--- config.mk ---
export PLATFORM = sky130hd
export DESIGN_NAME = shot_pos_receiver
export DESIGN_NICKNAME = d
export VERILOG_FILES = /design/src/rtl/shot_pos_receiver.sv
export SDC_FILE = /design/constraint.sdc
export NUM_CORES = 1
export LEC_CHECK = 0
export ABC_CLOCK_PERIOD_IN_PS = 2730
export CAP_MARGIN = 20
export CORE_MARGIN = 3
export CORE_UTILIZATION = 45
export CTS_CLUSTER_SIZE = 8
export DETAILED_ROUTE_END_ITERATION = 12
export PLACE_DENSITY = 0.7
export SETUP_SLACK_MARGIN = 0.02
export SLEW_MARGIN = 10
export SYNTH_ARGS = -nofsm -noshare
export SYNTH_HDL_FRONTEND = slang
export SYNTH_SLANG_ARGS = --single-unit
--- constraint.sdc ---
create_clock -name clk -period 2.73 [get_ports clk]
set_input_delay 0.4095 -clock clk [delete_from_list [all_inputs] [get_ports clk]]
set_output_delay 0.4095 -clock clk [all_outputs]
set_load 0.005 [all_outputs]
--- src/rtl/shot_pos_receiver.sv ---
// Receive side of the inter-board shot-position link: reassembles tagged 5-bit words
// into a validated (x, y) pair that only ever updates atomically.
module shot_pos_receiver #(
  parameter int unsigned TIMEOUT_CYCLES = 650,
  parameter int unsigned STALE_CYCLES   = 65_000_000,
  parameter int unsigned X_MAX          = 1023,
  parameter int unsigned Y_MAX          = 767
) (
  input  logic       clk,
  input  logic       rst,
  input  logic [7:0] rx_data,
  input  logic       rx_valid,
  output logic [9:0] shot_xpos,
  output logic [9:0] shot_ypos,
  output logic       pos_valid,
  output logic       frame_err,
  output logic       link_ok
);

  localparam int unsigned TO_W = $clog2(TIMEOUT_CYCLES) + 1;
  localparam int unsigned ST_W = $clog2(STALE_CYCLES) + 1;

  localparam logic [TO_W-1:0] TO_LAST = TO_W'(TIMEOUT_CYCLES - 1);
  localparam logic [ST_W-1:0] ST_MAX  = ST_W'(STALE_CYCLES);
  localparam logic [ST_W-1:0] ST_LAST = ST_W'(STALE_CYCLES - 1);

  localparam logic [2:0] TAG_XL = 3'b001;
  localparam logic [2:0] TAG_XH = 3'b010;
  localparam logic [2:0] TAG_YL = 3'b101;
  localparam logic [2:0] TAG_YH = 3'b110;

  typedef enum logic [1:0] {
    WAIT_XL,
    WAIT_XH,
    WAIT_YL,
    WAIT_YH
  } state_t;

  state_t          state_q, state_d;
  logic [4:0]      xl_q, xh_q, yl_q;
  logic [4:0]      xl_d, xh_d, yl_d;
  logic [TO_W-1:0] to_cnt_q;
  logic [ST_W-1:0] stale_cnt_q;
  logic            load_c;
  logic            err_c;
  logic [9:0]      x_c;
  logic [9:0]      y_c;
  logic [2:0]      tag_c;
  logic [4:0]      payload_c;

  assign tag_c     = rx_data[2:0];
  assign payload_c = rx_data[7:3];
  assign x_c       = {xh_q, xl_q};
  assign y_c       = {payload_c, yl_q};

  // Next-state, shadow capture and completion/error decode
  always_comb begin
    state_d = state_q;
    xl_d    = xl_q;
    xh_d    = xh_q;
    yl_d    = yl_q;
    load_c  = 1'b0;
    err_c   = 1'b0;
    if (rx_valid) begin
      if (tag_c == TAG_XL) begin
        // An x-low word always (re)starts a frame, from any state.
        xl_d    = payload_c;
        state_d = WAIT_XH;
      end else begin
        case (state_q)
          WAIT_XL: ;
          WAIT_XH: begin
            if (tag_c == TAG_XH) begin
              xh_d    = payload_c;
              state_d = WAIT_YL;
            end else begin
              err_c   = 1'b1;
              state_d = WAIT_XL;
            end
          end
          WAIT_YL: begin
            if (tag_c == TAG_YL) begin
              yl_d    = payload_c;
              state_d = WAIT_YH;
            end else begin
              err_c   = 1'b1;
              state_d = WAIT_XL;
            end
          end
          WAIT_YH: begin
            state_d = WAIT_XL;
            if (tag_c == TAG_YH &&
                {1'b0, x_c} <= 11'(X_MAX) &&
                {1'b0, y_c} <= 11'(Y_MAX)) begin
              load_c = 1'b1;
            end else begin
              err_c = 1'b1;
            end
          end
          default: state_d = WAIT_XL;
        endcase
      end
    end else if (state_q != WAIT_XL && to_cnt_q == TO_LAST) begin
      err_c   = 1'b1;
      state_d = WAIT_XL;
    end
  end

  always_ff @(posedge clk or negedge rst) begin
    if (!rst) begin
      state_q     <= WAIT_XL;
      xl_q        <= '0;
      xh_q        <= '0;
      yl_q        <= '0;
      to_cnt_q    <= '0;
      stale_cnt_q <= '0;
      shot_xpos   <= '0;
      shot_ypos   <= '0;
      pos_valid   <= 1'b0;
      frame_err   <= 1'b0;
      link_ok     <= 1'b0;
    end else begin
      state_q   <= state_d;
      xl_q      <= xl_d;
      xh_q      <= xh_d;
      yl_q      <= yl_d;
      pos_valid <= load_c;
      frame_err <= err_c;
      if (load_c) begin
        shot_xpos <= x_c;
        shot_ypos <= y_c;
      end
      // Idle timer only runs while a frame is partially received
      if (rx_valid || state_q == WAIT_XL || err_c) begin
        to_cnt_q <= '0;
      end else begin
        to_cnt_q <= to_cnt_q + TO_W'(1);
      end
      // Link-health timer; positions are deliberately kept when it expires
      if (load_c) begin
        stale_cnt_q <= '0;
        link_ok     <= 1'b1;
      end else if (stale_cnt_q != ST_MAX) begin
        stale_cnt_q <= stale_cnt_q + ST_W'(1);
        if (stale_cnt_q == ST_LAST) begin
          link_ok <= 1'b0;
        end
      end
    end
  end

endmodule

==> flow_summary.yaml <==
status:
  outcome: "finished clean"
layout:
  drive_above_1_share_pct: 16.6
  layout.nets: 369
  stdcell_count: 454
  synthToLayoutAreaGrowth_pct: 17.6
  seq_area_sq_um: 1950
  fin_util_pct: 56.4
  multi_input_area_sq_um: 1580
  stdcell_area_sq_um: 4220
  num-fill-cells: 608
  antenna_cells: 0
clocking:
  clkLatencyLatePin_ns: 0.34
  cts_num_sinks: 78
  path_clk_slew_ns: 0.08
  cts_resized: 0
  htreeDepth: 3
  postCtsSetupRepairBufs: 0
  cts-buffers-inserted: 9
  postCtsHoldBufs: 0
  cts_tree: "built"
  ctsRootBufferMaster: "clkbuf_8"
  cts_buffer_depth: 2
logic_synthesis:
  synth.most_common_cell: "dfrtp_1"
  yosys-top-cells-area: "dfrtp_1 (54%), mux2_2 (11%), xor2_1 (5.4%)"
  yosys.area.top_type: "dfrtp_1"
  synth_cell_types: 37
  synth_edf_count: 0
  yosysSeqAreaShare_pct: 54.3
  synth_ff_type: "dfrtp_1"
  synthesis.instances: 314
  netlist_area_sq_um: 3590
  synthArstFlopShare_pct: 100
  synth.net_count: 333
  synth_top_area_share_pct: 54.3
  postSynthAreaPerCell_sq_um: 11.4
  synth_warnings: 0
  synth.top_cells.by_count: "dfrtp_1 (78), nor2_1 (42), mux2_2 (35)"
  synth-seq-cells: 78
global_routing:
  overflow: 0
  grt_max_degree: 79
  grt_use_total_pct: 16.4
  antenna_found_initial: 0
  grt_pass1_wl_um: 11600
  grt_pass1_vias: 2442
routing:
  drt_pass1_iterations: 4
  vias: 2369
  drtIter0Drc: 117
  wire_per_inst_um: 14.5
  final_antenna_net_count: 0
  drc: 0
  viasPerCell: 5.22
  drt_wl_total_um: 6600
place:
  hpwl_um: 4430
  place_congestion: 0.826
  placed_area_sq_um: 4040
  dp.cells: 438
  io_buffers: 33
timing:
  slew_headroom_pct: 38.1
  setup_violations: 0
  finalClockSkew_ns: 0.00544
  max_clock_freq_ghz: 0.497
  setup_tns_ns: 0
  tightest_slew_ns: 0.929
  rsz0062_at_grt: "no"
  hold_violations: 0
  whs_ns: 0.223
  fin_crit_sh_pct: 73.7
  fin_crit_ns: 2.01
  slew_viol_final: 0
floorplanning:
  die_area_sq_um: 9090
  core_sq_um: 7490
  rows: 31
  die_w_um: 95.3
  pin_count: 34
  initial_core_util_pct: 48.0
  fp.dieH_um: 95.3
critical_path:
  cp-start-kind: "primary input"
  worstPathCellList: "clkdlybuf4s50_1 > nor2b_1 > nand3_1 > nor2_4 > buf_12 > mux2_2"
  path_buf_inv: 2
  cp-end-kind: "flip-flop"
  crit_path_top_delay_cell: "clkdlybuf4s50_1"
  required_ns: 2.95
  crit_family: "simple AND/OR/NAND/NOR gates"
  critical_path_class: "in2reg"
  worstPathArrival_ns: 2.23
  worstPathMaxFanout: 14
  cpPeakStageDelay_ns: 0.52
pwr:
  p_comb_share_pct: 14.1
  leakagePower_nw: 1.93
  swShare_pct: 26.7
  powerDensity_nw_per_um2: 623
  pwr-share-clk_pct: 31.0
  internal_power_mw: 1.93
  p_switching_mw: 0.703
  pwr-share-seq_pct: 54.9
  ir_worst_vdd_mv: 0.424
hold_path:
  min_path_type: "in2async"
run:
  maxCapViolations: 0
==> layer usage <==
layer	part of all wire [%]	wire, um	global-route usage, %
met3	3.9	257	3.55
met2	48	3150	25.9
met5	0	0	0
met4	1.2	77	7.21
met1	47	3120	21.8
==> metrics by stage <==
step           setup WS (ns)  power, mW
2_1_floorplan           1.08       1.68
3_3_place_gp           0.378       1.83
3_5_place_dp           0.378       1.84
4_1_cts                0.747       2.67
5_1_grt                0.640       2.79
6_report               0.719       2.63
==> worst register-to-register path: stages, from the launching register on <==
cell	delay (ns)
dfrtp_1	0.42
ha_1	0.30
nand4_1	0.17
nor4_4	0.24
nand4_1	0.16
or3_1	0.36
a21oi_1	0.14
==> path summary, 6_finish.rpt <==
kind                                startpoint               to  slack, ns  cells after the start
worst max-delay path                rx_data[1]     shot_ypos[3]       0.72                      6
worst min-delay path                       rst          xl_q[2]       0.22                      1
worst max register to register  stale_cnt_q[1]  stale_cnt_q[20]       0.87                      6
worst min register to register         xl_q[0]     shot_xpos[0]       0.51                      1
max in group asynchronous                  rst      to_cnt_q[8]       1.92                      1
min in group clk                       xl_q[0]     shot_xpos[0]       0.51                      1
==> registers in the layout, summed over array words and instances (netlist names), 2 cells and up <==
register	count
to_cnt_q	11
xl_q	5
state_q	2
yl_q	5
shot_xpos	10
xh_q	5
shot_ypos	10
stale_cnt_q	27
==> layout make-up <==
type                       count  area share [%]
tap                           99            2.93
sequential                    78            46.2
clock inverter                 4            1.13
multi-input combinational    218            37.3
timing repair buffer          36            8.59
clock buffer                  12            3.20
inverter                       7           0.622
==> power by group through the flow <==
stage	combinational (mW)	sequential [mW]	clock, mW
after global placement	0.363	1.46	0
after floorplan	0.249	1.43	0
after detailed placement	0.374	1.47	0
after CTS	0.379	1.44	0.843
final	0.371	1.44	0.817
after global routing	0.423	1.47	0.897
==> cells by family (layout without fill, tap and decap cells) <==
kind of cell	count (synthesis)	in the layout	synth area share (%)
adder cells (fa/ha/maj)	8	8	2.79
XOR/XNOR	29	29	7.07
AND/OR/NAND/NOR	124	124	19.3
flip-flops	78	78	54.3
AO/OA/AOI/OAI	21	21	3.31
multiplexers	36	36	11.3
buffers and inverters	18	59	1.99
==> cells in the final DEF, fill, tap and decap left out, types with 3 or more instances in the layout <==
master / synthesis / routed
a21oi_1: 7 / 7
and2_1: 4 / 4
and3_1: 4 / 4
buf_4: 0 / 3
clkbuf_1: 8 / 3
clkbuf_8: 0 / 9
clkdlybuf4s50_1: 0 / 32
dfrtp_1: 78 / 78
ha_1: 8 / 8
inv_1: 7 / 7
mux2_2: 35 / 35
nand2_1: 17 / 17
nand3_1: 17 / 17
nand4_1: 10 / 10
nor2_1: 42 / 41
o21ai_0: 9 / 9
or3_1: 6 / 6
xnor2_1: 7 / 7
xor2_1: 22 / 22
Note: power is estimated with default switching activity, not from simulation.
